### src/rtl/mac_seq_ctrl.sv
`timescale 1ns/1ps
// mac_seq_ctrl: job sequencer around one time-shared signed multiply-accumulate.
// A job of len operand pairs is streamed in and one signed dot product is returned per job.
// Build option: define MAC_SAT_EN to clamp the accumulator on signed overflow; by default it wraps.
module mac_seq_ctrl #(
    parameter int unsigned DATA_W = 8,
    parameter int unsigned MUL_W  = 16,
    parameter int unsigned ACC_W  = 32,
    parameter int unsigned LEN_W  = 8
) (
    input  logic              clk,
    input  logic              rst_n,
    input  logic              start,
    input  logic [LEN_W-1:0]  len,
    output logic              busy,
    input  logic              in_valid,
    output logic              in_ready,
    input  logic [DATA_W-1:0] in_a,
    input  logic [DATA_W-1:0] in_b,
    output logic              out_valid,
    input  logic              out_ready,
    output logic [ACC_W-1:0]  out_result,
    output logic              out_ovf
);

    typedef enum logic [1:0] {
        S_IDLE = 2'd0,
        S_RUN  = 2'd1,
        S_DONE = 2'd2
    } state_e;

    state_e             state_q, state_d;
    logic [ACC_W-1:0]   acc_q, acc_d;
    logic [LEN_W-1:0]   cnt_q, cnt_d;
    logic [LEN_W-1:0]   len_q, len_d;
    logic               ovf_q, ovf_d;
    logic               busy_q, busy_d;
    logic               in_ready_q, in_ready_d;
    logic               out_valid_q, out_valid_d;

    logic signed [MUL_W-1:0] a_ext;
    logic signed [MUL_W-1:0] b_ext;
    logic signed [MUL_W-1:0] prod;
    logic signed [ACC_W-1:0] prod_ext;
    logic signed [ACC_W-1:0] acc_s;
    logic signed [ACC_W-1:0] sum;
    logic [ACC_W-1:0]        mac_res;
    logic                    mac_ovf;
    logic                    beat_c;
    logic                    last_beat_c;

    // MAC datapath: signed product, sign-extended add, overflow detect and optional clamp
    always_comb begin
        a_ext    = MUL_W'($signed(in_a));
        b_ext    = MUL_W'($signed(in_b));
        prod     = a_ext * b_ext;
        prod_ext = ACC_W'(prod);
        acc_s    = $signed(acc_q);
        sum      = acc_s + prod_ext;
        mac_ovf  = (acc_s[ACC_W-1] == prod_ext[ACC_W-1]) && (sum[ACC_W-1] != acc_s[ACC_W-1]);
`ifdef MAC_SAT_EN
        if (mac_ovf) begin
            // both addends share a sign, so the accumulator sign picks the rail
            mac_res = acc_s[ACC_W-1] ? {1'b1, {(ACC_W-1){1'b0}}} : {1'b0, {(ACC_W-1){1'b1}}};
        end else begin
            mac_res = sum;
        end
`else
        mac_res = sum;
`endif
    end

    assign beat_c      = in_valid & in_ready_q;
    assign last_beat_c = (cnt_q == LEN_W'(len_q - 1'b1));

    // State and datapath registers
    always_ff @(posedge clk or negedge rst_n) begin
        if (!rst_n) begin
            state_q     <= S_IDLE;
            acc_q       <= '0;
            cnt_q       <= '0;
            len_q       <= '0;
            ovf_q       <= 1'b0;
            busy_q      <= 1'b0;
            in_ready_q  <= 1'b0;
            out_valid_q <= 1'b0;
        end else begin
            state_q     <= state_d;
            acc_q       <= acc_d;
            cnt_q       <= cnt_d;
            len_q       <= len_d;
            ovf_q       <= ovf_d;
            busy_q      <= busy_d;
            in_ready_q  <= in_ready_d;
            out_valid_q <= out_valid_d;
        end
    end

    // Next-state and accumulator/counter update
    always_comb begin
        state_d = state_q;
        acc_d   = acc_q;
        cnt_d   = cnt_q;
        len_d   = len_q;
        ovf_d   = ovf_q;
        case (state_q)
            S_IDLE: begin
                if (start) begin
                    acc_d   = '0;
                    cnt_d   = '0;
                    ovf_d   = 1'b0;
                    len_d   = len;
                    state_d = (len == '0) ? S_DONE : S_RUN;
                end
            end
            S_RUN: begin
                if (beat_c) begin
                    acc_d = mac_res;
                    cnt_d = LEN_W'(cnt_q + 1'b1);
                    if (mac_ovf) begin
                        ovf_d = 1'b1;
                    end
                    if (last_beat_c) begin
                        state_d = S_DONE;
                    end
                end
            end
            S_DONE: begin
                if (out_ready) begin
                    state_d = S_IDLE;
                end
            end
            default: begin
                state_d = S_IDLE;
            end
        endcase
    end

    // Handshake outputs decoded from the next state so they leave a flop
    always_comb begin
        busy_d      = (state_d != S_IDLE);
        in_ready_d  = (state_d == S_RUN);
        out_valid_d = (state_d == S_DONE);
    end

    assign busy       = busy_q;
    assign in_ready   = in_ready_q;
    assign out_valid  = out_valid_q;
    assign out_result = acc_q;
    assign out_ovf    = ovf_q;

endmodule

### config.mk
export PLATFORM = sky130hd
export DESIGN_NAME = mac_seq_ctrl
export DESIGN_NICKNAME = d
export VERILOG_FILES = /design/src/rtl/mac_seq_ctrl.sv
export SDC_FILE = /design/constraint.sdc
export NUM_CORES = 1
export LEC_CHECK = 0
export ABC_CLOCK_PERIOD_IN_PS = 3200
export CAP_MARGIN = 20
export CORE_MARGIN = 4
export CORE_UTILIZATION = 55
export DETAILED_ROUTE_END_ITERATION = 10
export PLACE_DENSITY = 0.78
export SLEW_MARGIN = 0
export SYNTH_ARGS = -nofsm -noshare
export SYNTH_HDL_FRONTEND = slang
export SYNTH_SLANG_ARGS = --single-unit
### constraint.sdc
create_clock -name clk -period 3.2 [get_ports clk]
set_input_delay 0.96 -clock clk [delete_from_list [all_inputs] [get_ports clk]]
set_output_delay 0.96 -clock clk [all_outputs]
set_load 0.05 [all_outputs]
==> flow_summary_export.csv <==
group,metric,value,unit
cts,clock-root-buffer,"clkbuf_16",
place,dp_hpwl,13.78,mm
timing,finalCriticalPeriod,6.967,ns
min_path,hold_class,"reg2reg",
timing,maxSlewViolCount,0,
final_layout,final_area,10060,um^2
timing,setup_violations,30,
global_route,grt_util_all_layers,31.36,%
yosys,ys_warn_count,0,
routing,drc,0,
setup_path,critPathBufInv,8,
cts,cts_buffers,5,
final_layout,n_antenna_cell,0,
routing,avgRoutedWirePerCell,23.32,um
cts,cts.sinks,54,
final_layout,fin_util,90.84,%
status,outcome,"finished, violations left",
floorplan,io_pins,65,
yosys,ys.flop_type,"dfrtp_1",
timing,clock.fmax,0.1435,GHz
routing,highest_layer,"met4",
global_route,first_global_vias,6848,
final_layout,layout_commonest_cell,"buf_4",
global_route,antenna_found_initial,0,
yosys,netlist_instances,717,
routing,wl_met2,12.85,mm
timing,worstMarginPinSlew,0.7946,ns
global_route,overflow,0,
setup_path,cp-end-kind,"flip-flop",
cts,cts-htree-levels,2,
routing,drt_first_pass_iters,5,
floorplan,die_w,115.4,um
yosys,synth.avg_cell_area,8.854,um^2
final_layout,instances_no_fill,1102,
floorplan,dieArea,13330,um^2
final_layout,syn_to_final_growth,58.51,%
setup_path,crit_type,"in2reg",
setup_path,critPathArrivalTime,7.16,ns
yosys,ys_types,58,
setup_path,critPathTopFamily,"adder cells",
place,port_buffers,64,
routing,m1WireLength,9.110,mm
place,place_inst,1050,
timing,maxSlewHeadroom,47.02,%
timing,grt_setup_unrepaired,"true",
routing,wl,25.70,mm
yosys,synthesis.nets,865,
routing,drtIter0Drc,551,
routing,drtAntennaViolNets,0,
timing,hold_violations,0,
place,gp_congestion,0.8980,
yosys,synth-edff-count,0,
setup_path,critPathLaunchType,"primary input",
yosys,syn_area,6349,um^2
floorplan,rows,38,
setup_path,crit_fanout,5,
floorplan,fp.dieH,115.4,um
global_route,grt_pass1_wl,33.35,mm
routing,vias_per_cell,6.187,
floorplan,start_util,57.31,%
global_route,grt_max_degree,32,
yosys,async_reset_ff_share,100.0,%
timing,hold_ws,0.5465,ns
final_layout,final_layout_size_suffix_gt1_share,43.24,%
final_layout,nets,1109,
routing,met3WireLength,1.779,mm
cts,cts_tree,"yes",
cts,clk_pin_slew_worst_paths,0.09,ns
cts,clk_latency,0.31,ns
setup_path,cpPeakStageDelay,0.58,ns
yosys,synth-seq-cells,54,
timing,min_period_over_period,217.7,%
final_layout,layout_common_cells,"buf_4, inv_1, buf_6",
cts,cts_hold_buf,0,
setup_path,cpMostUsedCell,"fa_1",
run,cap_viol_max_count,0,
timing,fin_ws,-3.767,ns
place,post_dp_cell_area,8372,um^2
status,violations,"setup timing",
floorplan,coreArea,11080,um^2
setup_path,slowest_stage,"fa_1",
routing,vias,6818,
timing,skew,0.01653,ns
cts,clock_tree.buffer_depth,2,
setup_path,required,3.39,ns
yosys,yosysSeqAreaShare,21.28,%
-- synth_stat cells, drive strengths merged (7+ instances only) --
cell type  number  area, um^2
clkbuf         10       37.54
ha             63       788.3
dfrtp          54        1351
nand3          11       55.05
fa             56        1121
nor2b          11       68.82
nand4           8       50.05
a31oi           7       58.81
nor3           11       55.05
xor2           26       227.7
nor2           33       123.9
o31ai           8       60.06
xnor2          32       280.3
mux2            7       78.83
inv           107       401.6
a21oi          30       150.1
and2           49       306.5
a21o           11       83.83
o21ai          49       245.2
nand2b          8       50.05
nand2          66       247.7
-- state kept, by name, indices dropped and copies added (netlist names) --
signal      flops
busy            1
len_q           8
in_ready        1
out_ovf         1
out_valid       1
state_q         2
cnt_q           8
out_result     32
-- worst min-delay path: stages, from the launching register on --
cell and delay (ns):
dfrtp_1 0.39, nand2_1 0.06, o21ai_1 0.07
-- cell families after synthesis --
family          after synthesis  share of synthesized area, %
simple gates                213                         16.95
compound gates              146                         15.20
buf+inv                     120                         7.253
fa+ha+maj                   119                         30.08
xor+xnor                     58                         8.002
flops                        54                         21.29
mux                           7                         1.242
-- path summary, 6_finish.rpt --
path / start / to / slack [ns] / depth (start not counted)
hold / removal: out_result[27] / out_result[27] / 0.55 / 2
setup / recovery: in_b[4] / out_result[31] / -3.77 / 28
hold reg to reg: out_result[27] / out_result[27] / 0.55 / 2
setup reg to reg: out_result[0] / out_result[24] / 0.17 / 12
min in group asynchronous: rst_n / out_result[31] / 0.74 / 1
max in group asynchronous: rst_n / out_result[22] / 1.76 / 2
-- through the flow --
| stage | setup TNS, ns | worst slack (ns) |
|---|---|---|
| 2_1_floorplan | -69.39 | -3.324 |
| 3_3_place_gp | -98.04 | -4.066 |
| 3_5_place_dp | -102.59 | -4.350 |
| 4_1_cts | -79.17 | -3.444 |
| 5_1_grt | -87.49 | -3.870 |
| 6_report | -84.05 | -3.767 |
-- metal layers --
metal	vias to the layer above	GRT usage, %
met1	3323	36.32
met2	440	58.10
met3	173	4.543
met5	-	0
met4	0	12.44
li1	2882	-
-- final cells by class --
cell class | count | area (um^2)
inverter | 107 | 404.1
clock inverter | 2 | 38.79
fill | 422 | 1015
tap | 140 | 175.2
sequential | 54 | 1351
clock buffer | 6 | 138.9
timing repair buffer | 250 | 2251
multi-input combinational | 543 | 5704
-- what timing repair did --
item	in CTS	in global routing
setup endpoints to repair	31	30
resized for setup	218	132
buffers inserted	29	25
pin swaps	94	119
Power is not shown: default switching activity piles up to over one toggle a cycle in this logic, so the estimate is an artifact.
